`src/rtl/xeng_acc_ctrl.sv`:
```
// Accumulation-window sequencer for the X-engine: aligns to sync, counts windows of
// 2^SERIAL_ACC_LEN_BITS samples and emits per-lane first/last strobes staggered like the data.
module xeng_acc_ctrl #(
  parameter int SERIAL_ACC_LEN_BITS = 7,
  parameter int P_FACTOR_BITS       = 2,
  parameter int LANE_DELAY          = 1,
  parameter int ACC_CNT_BITS        = 32
) (
  input  logic                            clk,
  input  logic                            rst_n,
  input  logic                            ce,
  input  logic                            en,
  input  logic                            sync,
  output logic [(2**P_FACTOR_BITS)-1:0]   acc_first,
  output logic [(2**P_FACTOR_BITS)-1:0]   acc_last,
  output logic                            acc_valid,
  output logic [ACC_CNT_BITS-1:0]         acc_cnt,
  output logic                            sync_err,
  output logic                            busy
);

  localparam int P       = 2**P_FACTOR_BITS;
  localparam int MAX_DLY = (P - 1) * LANE_DELAY;
  localparam logic [SERIAL_ACC_LEN_BITS-1:0] CNT_LAST = '1;

  typedef enum logic [1:0] {IDLE, WAIT_SYNC, ACCUM} state_t;

  state_t                         state, state_n;
  logic [SERIAL_ACC_LEN_BITS-1:0] cnt, cnt_n;
  logic                           stop_req, stop_n;
  logic                           err_set, clear;
  logic                           first_n, last_n;

  // Index 0 is the lane-0 strobe register; lane k taps index k*LANE_DELAY.
  logic first_dly [0:MAX_DLY];
  logic last_dly  [0:MAX_DLY];

  always_comb begin
    state_n = state;
    cnt_n   = cnt;
    stop_n  = stop_req;
    err_set = 1'b0;
    clear   = 1'b0;
    unique case (state)
      IDLE: begin
        cnt_n  = '0;
        stop_n = 1'b0;
        if (en) begin
          state_n = WAIT_SYNC;
          clear   = 1'b1;
        end
      end
      WAIT_SYNC: begin
        cnt_n = '0;
        if (!en)
          state_n = IDLE;
        else if (sync)
          state_n = ACCUM;
      end
      ACCUM: begin
        // A stop request is latched so the window always completes even if en returns.
        if (cnt == CNT_LAST) begin
          cnt_n = '0;
          if (!en || stop_req) begin
            state_n = IDLE;
            stop_n  = 1'b0;
          end
        end else begin
          stop_n = stop_req | ~en;
          if (sync) begin
            cnt_n   = '0;
            err_set = 1'b1;
          end else begin
            cnt_n = cnt + SERIAL_ACC_LEN_BITS'(1);
          end
        end
      end
      default: state_n = IDLE;
    endcase
    first_n = (state_n == ACCUM) && (cnt_n == '0);
    last_n  = (state_n == ACCUM) && (cnt_n == CNT_LAST);
  end

  always_ff @(posedge clk or negedge rst_n) begin
    if (!rst_n) begin
      state     <= IDLE;
      cnt       <= '0;
      stop_req  <= 1'b0;
      acc_valid <= 1'b0;
      busy      <= 1'b0;
      acc_cnt   <= '0;
      sync_err  <= 1'b0;
      for (int i = 0; i <= MAX_DLY; i++) begin
        first_dly[i] <= 1'b0;
        last_dly[i]  <= 1'b0;
      end
    end else if (ce) begin
      state        <= state_n;
      cnt          <= cnt_n;
      stop_req     <= stop_n;
      acc_valid    <= (state_n == ACCUM);
      busy         <= (state_n != IDLE);
      first_dly[0] <= first_n;
      last_dly[0]  <= last_n;
      for (int i = 1; i <= MAX_DLY; i++) begin
        first_dly[i] <= first_dly[i-1];
        last_dly[i]  <= last_dly[i-1];
      end
      if (clear) begin
        acc_cnt  <= '0;
        sync_err <= 1'b0;
      end else begin
        if (last_dly[0])
          acc_cnt <= acc_cnt + ACC_CNT_BITS'(1);
        if (err_set)
          sync_err <= 1'b1;
      end
    end
  end

  for (genvar k = 0; k < P; k++) begin : g_lane
    assign acc_first[k] = first_dly[k*LANE_DELAY];
    assign acc_last[k]  = last_dly[k*LANE_DELAY];
  end

endmodule

```
`config.mk`:
```
export PLATFORM = sky130hd
export DESIGN_NAME = xeng_acc_ctrl
export DESIGN_NICKNAME = d
export VERILOG_FILES = /design/src/rtl/xeng_acc_ctrl.sv
export SDC_FILE = /design/constraint.sdc
export NUM_CORES = 1
export LEC_CHECK = 0
export CORE_MARGIN = 2
export CORE_UTILIZATION = 53
export CTS_BUF_LIST = sky130_fd_sc_hd__clkbuf_16
export CTS_CLUSTER_SIZE = 20
export DETAILED_ROUTE_END_ITERATION = 10
export PLACE_DENSITY_LB_ADDON = 0.12
export REMOVE_ABC_BUFFERS = 1
export SLEW_MARGIN = 20
export SYNTH_ARGS = -nofsm -noshare
export SYNTH_HDL_FRONTEND = slang
export SYNTH_SLANG_ARGS = --single-unit
```
`constraint.sdc`:
```
create_clock -name clk -period 3 [get_ports clk]
set_clock_uncertainty 0.1 [all_clocks]
set_input_delay 0.6 -clock clk [delete_from_list [all_inputs] [get_ports clk]]
set_output_delay 0.6 -clock clk [all_outputs]
set_load 0.01 [all_outputs]
```
==> results of run 1 <==
==> power breakdown <==
part	total, W	switching, W	internal [W]
logic	0.000564	0.000290	0.000275
registers	0.000916	0.000106	0.000810
clock network	0.000634	0.000246	0.000388
==> per-stage QoR <==
step | cell area [um2] | cells
2_1_floorplan | 2800 | 296
3_3_place_gp | 3450 | 425
3_5_place_dp | 3450 | 425
4_1_cts | 3610 | 433
5_1_grt | 3610 | 433
6_report | 3610 | 433
==> final cells by class <==
class / count / share of cell area
multi-input combinational: 223 / 0.389
clock inverter: 3 / 0.0104
clock buffer: 5 / 0.0347
timing repair buffer: 59 / 0.154
inverter: 20 / 0.0208
sequential: 53 / 0.367
tap: 70 / 0.0243
==> layout by cell type (no fill, tap or decap), types with 3 or more instances in the layout <==
cell type,instances
clkdlybuf4s50_1,46
o21ai_0,18
nor3_1,14
nand2_1,21
or3_1,4
nor2_1,39
and4_1,5
mux2_2,10
xnor2_1,16
buf_4,12
dfrtp_1,53
a21oi_1,13
nand2b_1,3
o22ai_1,4
nor2b_1,5
xor2_1,5
clkbuf_16,5
mux2i_1,3
nand3_1,13
or4_1,5
nor4_1,8
inv_1,21
==> per-layer routing <==
layer / share of wire / track usage / vias to the layer above
met1: 0.47 / 0.310 / 1181
met4: 0.0087 / 0.0607 / 0
met5: 0 / 0 / -
met2: 0.48 / 0.372 / 57
li1: - / - / 1201
met3: 0.039 / 0.0430 / 7
==> worst register-to-register path, stage by stage, from the launching register on <==
cell and delay, ps:
dfrtp_1 500, ha_1 250, nand3_1 250, or3_1 420
a2111o_1 430, a211oi_1 270, a31o_2 180
==> registers in the layout, summed over array words and instances, names as in the netlist <==
register,flops
acc_last,4
acc_first,4
acc_cnt,32
sync_err,1
acc_valid,1
busy,1
stop_req,1
cnt,7
state,2
==> kinds of logic (layout without fill, tap and decap cells) <==
logic type,count (synthesis),count (layout)
buffers and inverters,38,87
XOR/XNOR,21,21
AO/OA/AOI/OAI,55,55
flip-flops,53,53
AND/OR/NAND/NOR,132,132
multiplexers,13,13
adder cells (fa/ha/maj),2,2
==> how the worst min path moves through the flow <==
stage | startpoint | endpoint | slack (ps) | cells after the start
finish | rst_n | acc_cnt[3] | 130 | 1
global route | rst_n | acc_cnt[2] | 150 | 1
CTS | rst_n | acc_cnt[6] | 140 | 1
detailed placement | acc_last[3] | acc_last[3] | 400 | 1
global placement | stop_req | stop_req | 380 | 2
floorplan | rst_n | acc_cnt[0] | 200 | 0
==> flow_metrics.env, run 1 <==
export IMPL_cp_start_kind="input port"
export IMPL_yosysTopAreaCell="dfrtp_1"
export IMPL_antenna_found_initial=0
export IMPL_routedWlPerCell_um=14.8
export IMPL_track_usage=0.227
export IMPL_std_cell_rows=26
export IMPL_dp_hpwl_um=4530
export IMPL_worst_slew_pin_slew_ps=607
export IMPL_synth_top_family_by_area="simple AND/OR/NAND/NOR gates"
export IMPL_cts_tree="done"
export IMPL_die_w_um=77.8
export IMPL_die_area_mm2=0.00605
export IMPL_areaGrowthSynthToFinish_pct=25.2
export IMPL_rsz0062_at_grt="no"
export IMPL_slowest_delay_ps=510
export IMPL_netlist_top_cells_area="dfrtp_1 (46%), nor2_1 (5.2%), xnor2_1 (4.9%)"
export IMPL_synth_flop_cell="dfrtp_1"
export IMPL_max_cap_violations=0
export IMPL_vias_per_cell=5.65
export IMPL_report_final_slew_viol_count=0
export IMPL_total_power_w=0.00212
export IMPL_cp_buffers_inverters=1
export IMPL_num_vias=2446
export IMPL_detailedPlace_worstSlack_ps=110
export IMPL_worst_setup_path_end_kind="register"
export IMPL_peakVddDrop_uv=516
export IMPL_syn_inst=314
export IMPL_wl_um=6420
export IMPL_slowest_stage="clkdlybuf4s50_1"
export IMPL_cts_max_level=2
export IMPL_worstPathCellList="clkdlybuf4s50_1 -> nor3b_4 -> o2111ai_4 -> or3_1 -> nor3_1 -> mux2_2"
export IMPL_fill_cells=388
export IMPL_r2r_end="acc_last[0]"
export IMPL_reg2reg_depth=6
export IMPL_synthArstFlopShare=1.00
export IMPL_ant_nets=0
export IMPL_rrSetupSlack_ps=540
export IMPL_cts_resized_gates=0
export IMPL_finalSetupTns_ps=0
export IMPL_path_clk_slew_ps=70
export IMPL_die_h_um=77.8
export IMPL_ctsHoldBuffers=0
export IMPL_crit_required_ps=3070
export IMPL_cts_inserted_buffers=5
export IMPL_layout_drive_gt1_share=0.102
export IMPL_fin_nets=369
export IMPL_power_density_mw_per_mm2=586
export IMPL_total_leakage_power_nw=1.46
export IMPL_netlist_area_mm2=0.00289
export IMPL_core_mm2=0.00517
export IMPL_synth_fa_ha_area_frac=0.00867
export IMPL_finalWorstSetupSlack_ps=395
export IMPL_post_route_util=0.698
export IMPL_fin_crit_sh=0.868
export IMPL_postSynthAreaPerCell_um2=9.19
export IMPL_crit_family="simple AND/OR/NAND/NOR gates"
export IMPL_cts_setup_buffers=0
export IMPL_hold_viol_final=0
export IMPL_pin_count=48
export IMPL_endpoint="acc_cnt[25]"
export IMPL_seq_area_mm2=0.00133
export IMPL_grt_max_degree=25
export IMPL_yosysWarnings=0
export IMPL_synth_edff_count=0
export IMPL_whs_ps=129
export IMPL_outcome="finished, final reports clean"
export IMPL_drc_errors=0
export IMPL_clock_sinks=53
export IMPL_synth_seq_cells=53
export IMPL_root_buffer="clkbuf_16"
export IMPL_grt_pass1_vias=2327
export IMPL_r2r_start="cnt[0]"
export IMPL_cp_max_fo=9
export IMPL_port_buffers=47
export IMPL_worstSetupPathType="input port to register"
export IMPL_synth_top_area_frac=0.460
export IMPL_dr_pass1_iters=4
export IMPL_hp_class="input port to asynchronous set/reset pin"
export IMPL_synth_compound_area_frac=0.127
export IMPL_start_util=0.558
export IMPL_clkLatencyLatePin_ps=290
export IMPL_synthTopCellsByCount="dfrtp_1 (53), nor2_1 (40), nand2_1 (21)"
export IMPL_clockBufferDepth=2
export IMPL_finalWeightedCongestion=0.863
export IMPL_fin_crit_ps=2600
export IMPL_synthMuxAreaShare=0.0494
export IMPL_grt_overflow=0
export IMPL_synth_cell_types=51
export IMPL_first_iter_violations=102
export IMPL_critPathLaunch="en"
export IMPL_yosysMostFrequentCell="dfrtp_1"
export IMPL_synth_simple_area_share=0.237
export IMPL_finalSetupViolCount=0
export IMPL_yosysSeqAreaShare=0.460
export IMPL_antenna_cells=0
export IMPL_cp_arrival_ps=2670
export IMPL_crit_cells=6
export IMPL_grt_pass1_wl_um=11200
export IMPL_synth_xor_area_frac=0.0637
export IMPL_multiInputGateArea_mm2=0.00140
export IMPL_slew_headroom=0.595
export IMPL_fmax_mhz=384
No activity file was read; power rests on OpenSTA's default activity.
==> run 2, diff against run 1 <==
--- a/config.mk
+++ b/config.mk
@@ -16,3 +16,4 @@
 export SYNTH_ARGS = -nofsm -noshare
 export SYNTH_HDL_FRONTEND = slang
 export SYNTH_SLANG_ARGS = --single-unit
+export TNS_END_PERCENT = 100
==> results of run 2 <==
No change in the layout: final DEF, timing and power equal those of run 1.
==> run 3, diff against run 2 <==
--- a/config.mk
+++ b/config.mk
@@ -5,14 +5,14 @@
 export SDC_FILE = /design/constraint.sdc
 export NUM_CORES = 1
 export LEC_CHECK = 0
+export ABC_AREA = 1
 export CORE_MARGIN = 2
-export CORE_UTILIZATION = 53
+export CORE_UTILIZATION = 59
 export CTS_BUF_LIST = sky130_fd_sc_hd__clkbuf_16
 export CTS_CLUSTER_SIZE = 20
 export DETAILED_ROUTE_END_ITERATION = 10
 export PLACE_DENSITY_LB_ADDON = 0.12
 export REMOVE_ABC_BUFFERS = 1
-export SLEW_MARGIN = 20
 export SYNTH_ARGS = -nofsm -noshare
 export SYNTH_HDL_FRONTEND = slang
 export SYNTH_SLANG_ARGS = --single-unit
==> constraint.sdc (replaced) <==
create_clock -name clk -period 3.02 [get_ports clk]
set_clock_uncertainty 0.1 [all_clocks]
set_input_delay 0.604 -clock clk [delete_from_list [all_inputs] [get_ports clk]]
set_output_delay 0.604 -clock clk [all_outputs]
set_load 0.01 [all_outputs]
==> flow_metrics.env, run 3 <==
export IMPL_antenna_found_initial=0
export IMPL_synth_edff_count=0
export IMPL_die_area_mm2=0.00620
export IMPL_final_cell_mix="nand2_1 (158), nor2_1 (61), inv_1 (58), dfrtp_1 (53), clkdlybuf4s50_1 (46)"
export IMPL_layout_drive_gt1_share=0.0856
export IMPL_fin_crit_sh=0.768
export IMPL_worst_slew_pin_slew_ps=593
export IMPL_clockBufferDepth=2
export IMPL_synthArstFlopShare=1.00
export IMPL_mostFrequentLayoutCell="nand2_1"
export IMPL_clock_sinks=53
export IMPL_grt_pass1_vias=3237
export IMPL_r2r_start="state[1]"
export IMPL_slowest_stage="clkdlybuf4s50_1"
export IMPL_cts_inserted_buffers=5
export IMPL_fin_nets=532
export IMPL_synthTopCellsByCount="nand2_1 (158), nor2_1 (61), inv_1 (58)"
export IMPL_synth_seq_cells=53
export IMPL_netlist_area_mm2=0.00330
export IMPL_root_buffer="clkbuf_16"
export IMPL_areaGrowthSynthToFinish_pct=21.7
export IMPL_grt_pass1_wl_um=14400
export IMPL_hp_class="input port to asynchronous set/reset pin"
export IMPL_dr_pass1_iters=4
export IMPL_first_iter_violations=226
export IMPL_start_util=0.606
export IMPL_std_cell_rows=27
export IMPL_slew_headroom=0.604
export IMPL_worst_setup_path_end_kind="register"
export IMPL_cts_max_level=2
export IMPL_finalWeightedCongestion=0.889
export IMPL_cp_max_fo=17
export IMPL_ant_nets=0
export IMPL_die_h_um=78.8
export IMPL_postSynthAreaPerCell_um2=6.94
export IMPL_cp_arrival_ps=2400
export IMPL_synth_cell_types=34
export IMPL_syn_inst=475
export IMPL_yosysMostFrequentCell="nand2_1"
export IMPL_largest_register_ff_count=32
export IMPL_synth_flop_cell="dfrtp_1"
export IMPL_yosysWarnings=0
export IMPL_clkLatencyLatePin_ps=300
export IMPL_finalSetupViolCount=0
export IMPL_cp_start_kind="input port"
export IMPL_worstSetupPathType="input port to register"
export IMPL_grt_overflow=0
export IMPL_netlist_top_cells_area="dfrtp_1 (40%), nand2_1 (18%), nor2_1 (6.9%)"
export IMPL_worstPathCellList="clkdlybuf4s50_1 -> nand2_2 -> nor2_4 -> nor2_8 -> nor2_1 -> nand2_1 -> o21ai_0 -> a21oi_1"
export IMPL_peakVddDrop_uv=391
export IMPL_core_mm2=0.00544
export IMPL_total_power_w=0.00190
export IMPL_antenna_cells=0
export IMPL_cts_resized_gates=0
export IMPL_num_vias=3262
export IMPL_yosysSeqAreaShare=0.402
export IMPL_hold_viol_final=0
export IMPL_max_cap_violations=0
export IMPL_crit_required_ps=3100
export IMPL_ctsHoldBuffers=0
export IMPL_cts_tree="done"
export IMPL_wl_um=8450
export IMPL_grt_max_degree=31
export IMPL_dp_hpwl_um=6250
export IMPL_total_leakage_power_nw=1.80
export IMPL_drc_errors=0
export IMPL_slowest_delay_ps=700
export IMPL_outcome="finished, final reports clean"
export IMPL_vias_per_cell=5.45
export IMPL_finalSetupTns_ps=0
export IMPL_path_clk_slew_ps=70
export IMPL_synth_top_area_frac=0.402
export IMPL_track_usage=0.292
export IMPL_routedWlPerCell_um=14.1
export IMPL_report_final_slew_viol_count=0
export IMPL_cts_setup_buffers=0
export IMPL_rsz0062_at_grt="no"
export IMPL_largest_register="acc_cnt"
export IMPL_fin_crit_ps=2320
export IMPL_fmax_mhz=431
export IMPL_yosysTopAreaCell="dfrtp_1"
export IMPL_critPathLaunch="ce"
export IMPL_pin_count=48
export IMPL_power_density_mw_per_mm2=472
export IMPL_port_buffers=47
export IMPL_reg_top3="acc_cnt (32), cnt (7)"
export IMPL_die_w_um=78.8
run 3: final timing paths:
check                      slack (ps)      endpoint  cells past startpoint
setup / recovery                  700   acc_cnt[10]                      8
hold / removal                    200   acc_cnt[18]                      1
setup reg to reg                 1200   acc_cnt[10]                      8
hold reg to reg                   380  acc_first[3]                      2
max in group asynchronous        2040        cnt[6]                      2
min in group clk                  380  acc_first[3]                      2
run 3: routing by layer:
metal  share of wire  global-route usage  wire (um)
met1            0.42               0.352       3530
met2            0.51               0.531       4350
met3           0.045              0.0386        380
met4           0.023               0.107        195
met5               0                   0          0
run 3: cells by family after synthesis:
group                      after synthesis  synth area share
and+or+nand+nor                        299             0.415
buffers and inverters                   69            0.0857
DFF                                     53             0.402
AOI/OAI and AO/OA                       51            0.0865
adders and majority gates                2           0.00759
xor gates and xnor gates                 1           0.00266
run 3: critical path: cells and delay by family:
kind                   cells  cell delay (ps)
AND/OR/NAND/NOR            5              820
AO/OA/AOI/OAI              2              270
buffers and inverters      1              700
run 3: where the power goes:
group | internal, W | switching [W] | leakage [nW]
Sequential | 0.000774 | 0.0000506 | 0.728
Clock | 0.000393 | 0.000276 | 0.0800
Combinational | 0.000157 | 0.000245 | 0.992
Total | 0.00132 | 0.000571 | 1.80
run 3: final cells by class:
type	count	area, um2
Multi-Input combinational cell	353	1690
Fill cell	450	1430
Sequential cell	53	1330
Timing Repair Buffer	50	500
Inverter	62	235
Clock buffer	5	125
Tap cell	72	90.1
Clock inverter	3	46.3
run 3: through the flow:
step / hold WS [ps] / cells / util / cell area [um2] / setup slack [ps]
2_1_floorplan: 208 / 468 / - / 3250 / 1340
3_3_place_gp: 371 / 590 / 0.706 / 3840 / 515
3_5_place_dp: 364 / 590 / 0.706 / 3840 / 469
4_1_cts: 221 / 598 / 0.738 / 4010 / 717
5_1_grt: 252 / 598 / 0.738 / 4010 / 556
6_report: 203 / 598 / 0.738 / 4010 / 700
